File: config.mk
export PLATFORM = sky130hd
export DESIGN_NAME = note_shift_bank_flat
export DESIGN_NICKNAME = d
export VERILOG_FILES = /design/src/rtl/note_shift_bank_if.sv /design/src/rtl/note_shift_bank.sv /design/src/flat_wrapper.sv
export SDC_FILE = /design/constraint.sdc
export NUM_CORES = 1
export LEC_CHECK = 0
export ABC_AREA = 1
export BUFFER_PORTS_ARGS = -buffer_cell sky130_fd_sc_hd__buf_2
export CAP_MARGIN = 20
export CORE_MARGIN = 3
export CORE_UTILIZATION = 56
export DETAILED_ROUTE_END_ITERATION = 10
export PLACE_DENSITY = 0.78
export SLEW_MARGIN = 10
export SYNTH_ARGS = -nofsm -noshare
export SYNTH_HDL_FRONTEND = slang
export SYNTH_SLANG_ARGS = --single-unit
File: constraint.sdc
create_clock -name clk -period 1.45 [get_ports clk]
set_input_delay 0 -clock clk [delete_from_list [all_inputs] [get_ports clk]]
set_output_delay 0 -clock clk [all_outputs]
set_load 0.05 [all_outputs]
File: src/rtl/note_shift_bank_if.sv
// Control, data and status bundle for the note shift bank.
// master drives the controls and observes status; slave is the bank.
interface note_shift_bank_if #(
    parameter int WIDTH = 4,
    parameter int DEPTH = 8
);
    localparam int SEL_W = $clog2(DEPTH);
    localparam int CNT_W = $clog2(DEPTH + 1);

    logic             EN;
    logic [1:0]       mode;
    logic [WIDTH-1:0] D;
    logic [SEL_W-1:0] sel;
    logic [WIDTH-1:0] Q;
    logic [WIDTH-1:0] Q_sel;
    logic [CNT_W-1:0] count;
    logic             full;
    logic             evict;

    modport master (
        output EN, mode, D, sel,
        input  Q, Q_sel, count, full, evict
    );

    modport slave (
        input  EN, mode, D, sel,
        output Q, Q_sel, count, full, evict
    );
endinterface

File: src/rtl/note_shift_bank.sv
// DEPTH-stage shift bank of recent note codes: hold/shift-in/rotate/clear, occupancy and eviction flag.
// Latency: one edge for stage 0, DEPTH edges to Q; Q, full and Q_sel decode straight from registers.
// No backpressure: EN gates every update, and shifting while full discards the oldest entry.
module note_shift_bank #(
    parameter int WIDTH = 4,
    parameter int DEPTH = 8
) (
    input  logic               clk,
    input  logic               reset_button,
    note_shift_bank_if.slave   bus
);
    localparam int SEL_W = $clog2(DEPTH);
    localparam int CNT_W = $clog2(DEPTH + 1);
    localparam logic [CNT_W-1:0] CNT_FULL = CNT_W'(DEPTH);

    localparam logic [1:0] MODE_HOLD   = 2'b00;
    localparam logic [1:0] MODE_SHIFT  = 2'b01;
    localparam logic [1:0] MODE_ROTATE = 2'b10;
    localparam logic [1:0] MODE_CLEAR  = 2'b11;

    logic [WIDTH-1:0] stage [DEPTH];
    logic [CNT_W-1:0] count_r;
    logic             evict_r;

    always_ff @(posedge clk or posedge reset_button) begin
        if (reset_button) begin
            for (int i = 0; i < DEPTH; i++) stage[i] <= '0;
            count_r <= '0;
            evict_r <= 1'b0;
        end else begin
            // evict is a pulse: anything but a shift into a full bank drops it
            evict_r <= 1'b0;
            if (bus.EN) begin
                case (bus.mode)
                    MODE_SHIFT: begin
                        stage[0] <= bus.D;
                        for (int i = 1; i < DEPTH; i++) stage[i] <= stage[i-1];
                        if (count_r != CNT_FULL) count_r <= count_r + CNT_W'(1);
                        evict_r <= (count_r == CNT_FULL);
                    end
                    MODE_ROTATE: begin
                        stage[0] <= stage[DEPTH-1];
                        for (int i = 1; i < DEPTH; i++) stage[i] <= stage[i-1];
                    end
                    MODE_CLEAR: begin
                        for (int i = 0; i < DEPTH; i++) stage[i] <= '0;
                        count_r <= '0;
                    end
                    MODE_HOLD: ;
                    default: ;
                endcase
            end
        end
    end

    // Compare-based mux so out-of-range sel on non-power-of-two DEPTH reads 0
    always_comb begin
        bus.Q_sel = '0;
        for (int i = 0; i < DEPTH; i++) begin
            if (bus.sel == SEL_W'(i)) bus.Q_sel = stage[i];
        end
    end

    assign bus.Q     = stage[DEPTH-1];
    assign bus.count = count_r;
    assign bus.full  = (count_r == CNT_FULL);
    assign bus.evict = evict_r;
endmodule
File: src/flat_wrapper.sv
// flat-port wrapper written by rule: the top's interface ports become plain ports
module note_shift_bank_flat 
#(
    parameter int WIDTH = 4,
    parameter int DEPTH = 8
)
  (clk, reset_button, bus_EN, bus_mode, bus_D, bus_sel, bus_Q, bus_Q_sel, bus_count, bus_full, bus_evict);
  note_shift_bank_if #(.WIDTH(WIDTH), .DEPTH(DEPTH)) bus_i ();
  input  logic clk;
  input  logic reset_button;
  input wire logic [$bits(bus_i.EN)-1:0] bus_EN;
  input wire logic [$bits(bus_i.mode)-1:0] bus_mode;
  input wire logic [$bits(bus_i.D)-1:0] bus_D;
  input wire logic [$bits(bus_i.sel)-1:0] bus_sel;
  output wire logic [$bits(bus_i.Q)-1:0] bus_Q;
  output wire logic [$bits(bus_i.Q_sel)-1:0] bus_Q_sel;
  output wire logic [$bits(bus_i.count)-1:0] bus_count;
  output wire logic [$bits(bus_i.full)-1:0] bus_full;
  output wire logic [$bits(bus_i.evict)-1:0] bus_evict;
  assign bus_i.EN = bus_EN;
  assign bus_i.mode = bus_mode;
  assign bus_i.D = bus_D;
  assign bus_i.sel = bus_sel;
  assign bus_Q = bus_i.Q;
  assign bus_Q_sel = bus_i.Q_sel;
  assign bus_count = bus_i.count;
  assign bus_full = bus_i.full;
  assign bus_evict = bus_i.evict;
  note_shift_bank #(.WIDTH(WIDTH), .DEPTH(DEPTH)) u_core (.clk(clk), .reset_button(reset_button), .bus(bus_i));
endmodule
==> results.cfg <==
[cells_and_area]
synthToLayoutAreaGrowth_pct = 25.3
nets = 298
final_layout_size_suffix_gt1_share_pct = 23.2
antenna_cells = 0
fill_cells = 225

[min_path]
hp-class = input port to flop
hold_depth = 4
hp-start = bus_mode[0]
worstHoldEndpoint = u_core.bus.count[2]

[floorplanning]
fp.dieH_um = 64.4
core_area_um2 = 3150
fp-row-count = 20
die-area_um2 = 4140
die_x_um = 64.4
initial_core_util_pct = 60.5
ioPinCount = 26

[timing]
hold_violations = 0
fmaxAchievable_mhz = 706
tightest_slew_ps = 474
setup_violations = 0
rsz0062_at_grt = true
drv_slew = 0
period_minus_slack_ps = 1420
finClkSkew_ps = 4.16
finalCritPeriodShare_pct = 97.7
holdWs_ps = 47.3
layout_setup_ws_ps = 33.1
slew-limit-headroom_pct = 68.4

[worst_setup_path]
worstPathArrival_ps = 1420
timing.rr.start = u_core.stage[31]
worstPathRequired_ps = 1450
worstSetupEndpointType = output pin
cp_common_cell = nand4_1
critPathMaxFanout = 3
worstSetupStartpointType = flop
crit_type = flop to output pin
r2r_cells = 4
r2r_end = u_core.stage[31]
path_cells = nand4_1, nand4_1, nor2_2, nand4_1, buf_6
ff2ff_setup_slack_ps = 60
max_stage_delay_ps = 420
slowest_stage = dfrtp_1

[detailed_routing]
ant_nets = 0
wl_per_cell_um = 13.8
remaining_drc_errors = 0
first_pass_iters = 4
routed_via_density = 5.41
vias = 1781
drt_first_iter_violations = 186
drt_wl_total_um = 4530

[global_route]
grt_pass1_vias = 1596
antenna_found_initial = 0
grt_max_degree = 65
grt_remaining_overflow = 0
grt_pass1_wl_um = 7590
grt_usage_pct = 23.7

[synth]
synth.top_cell.area_share_pct = 48.5
ys_seq_elements = 37
synth_nets = 252
yosysTopAreaCell = dfrtp_1
avgSynthCellArea_um2 = 8.02
yosys_warnings = 0
synthesis.instances = 238
synthTopCellsByArea = dfrtp_1 (49%), nand3_1 (11%), o21ai_0 (8.1%)
synth_area_um2 = 1910
yosysSeqAreaShare_pct = 48.5
yosys.cell_types.count = 18

[place]
dp_slack_ps = 192
io_buffers = 25
place_hpwl_um = 2790
gp_congestion = 0.857

[pwr]
power_density_nw_per_um2 = 1110
power.total_mw = 2.66
power_leakage_nw = 1.10
ir_drop_mv = 0.827

[cts]
clk_pin_slew_ps = 110
cts_max_level = 2
cts.sinks = 37
cts_tree = yes
clock_path_buffers = 2
insertion_delay_ps = 350
root_buffer = clkbuf_4
cts_buffers = 5

[job]
drv_cap = 0

[outcome]
status = completed
cell type report:
class	instances	area (um^2)	area share (%)
sequential	37	928	38.8
multi-input combinational	146	785	32.8
timing repair buffer	55	425	17.8
inverter	39	146	6.12
tap	44	55.1	2.30
clock buffer	6	41.3	1.73
clock inverter	2	10.0	0.419
repair_timing:
action                                 4_1_cts  5_1_grt
setup endpoints to repair                    1        5
pin swaps                                    0       12
endpoints found under the hold margin       42        0
buffers inserted                             0       11
hold buffers                                11        0
resized for setup                            1       16
cloned                                       0        0
placed cells by master (no fill, tap or decap), types with 2 or more instances in the layout:
| cell type | netlist | final |
|---|---|---|
| clkinv_2 | 0 | 2 |
| or2_2 | 2 | 2 |
| buf_4 | 7 | 18 |
| nor2_2 | 0 | 2 |
| a31oi_1 | 5 | 4 |
| nand2_1 | 24 | 23 |
| nand4_1 | 20 | 20 |
| buf_2 | 6 | 20 |
| dlygate4sd3_1 | 0 | 11 |
| nor3_1 | 3 | 3 |
| clkbuf_4 | 0 | 5 |
| o21ai_1 | 1 | 2 |
| dfrtp_1 | 37 | 35 |
| inv_2 | 1 | 4 |
| o21ai_0 | 31 | 30 |
| dfrtp_2 | 0 | 2 |
| buf_6 | 0 | 4 |
| inv_1 | 37 | 34 |
| nor2_1 | 15 | 12 |
| nand3_1 | 42 | 42 |
power by group:
group          switching (mW)  internal (mW)  total, mW
logic                   0.499          0.311      0.810
clock network           0.344          0.185      0.529
registers               0.141           1.18       1.32
routing by layer:
| metal | up-vias | track usage, % | wire length [um] |
|---|---|---|---|
| met4 | 0 | 8.71 | 87 |
| met3 | 9 | 5.62 | 269 |
| met2 | 57 | 34.4 | 2140 |
| li1 | 884 | - | - |
| met1 | 831 | 34.4 | 2030 |
| met5 | - | 0 | 0 |
worst max-delay path, delay by kind of cell (launching register included):
kind	cells	cell delay, ps
buffers and inverters	1	170
and+or+nand+nor	4	480
DFF	1	420
state kept, by name, summed over array words and instances, names as in the netlist:
register	flops
u_core.bus.Q	4
u_core.bus.evict	1
u_core.bus.count	4
u_core.stage	28
stage by stage:
stage          util (%)  std cells  instance area (um^2)  TNS [ps]
4_1_cts            72.0        318                  2270         0
2_1_floorplan         -        238                  1950      -617
3_5_place_dp       66.8        299                  2110         0
5_1_grt            75.8        329                  2390      -161
6_report           75.8        329                  2390         0
3_3_place_gp       66.8        299                  2110         0
cells in the mapped netlist:
master    number
buf_2          6
nand4_1       20
inv_2          1
nand2_1       24
dfrtp_1       37
o21ai_0       31
a31oi_1        5
buf_4          7
nor3_1         3
a21oi_4        1
clkinv_1       1
ha_1           2
or2_2          2
nand3_1       42
inv_1         37
nor2_1        15
o21ai_1        1
clkbuf_1       3
how the worst max path moves through the flow:
stage | endpoint | slack (ps) | start | depth (start not counted)
after floorplan | u_core.bus.count[2] | -160 | u_core.bus.count[0] | 8
after detailed placement | u_core.bus.count[3] | 190 | u_core.bus.count[1] | 8
after global placement | u_core.bus.count[3] | 230 | u_core.bus.count[0] | 8
after CTS | bus_full | 6 | u_core.bus.count[1] | 5
after global routing | bus_Q_sel[1] | -50 | u_core.stage[21] | 5
final | bus_Q_sel[2] | 30 | u_core.stage[18] | 5
logic make-up after synthesis:
logic type,count (synthesis),share of synthesized area (%)
and+or+nand+nor,106,26.7
adders and majority gates,2,1.31
buffers and inverters,55,12.6
DFF,37,48.5
AOI/OAI and AO/OA,38,10.9
Power figures use the tool's default switching activity.
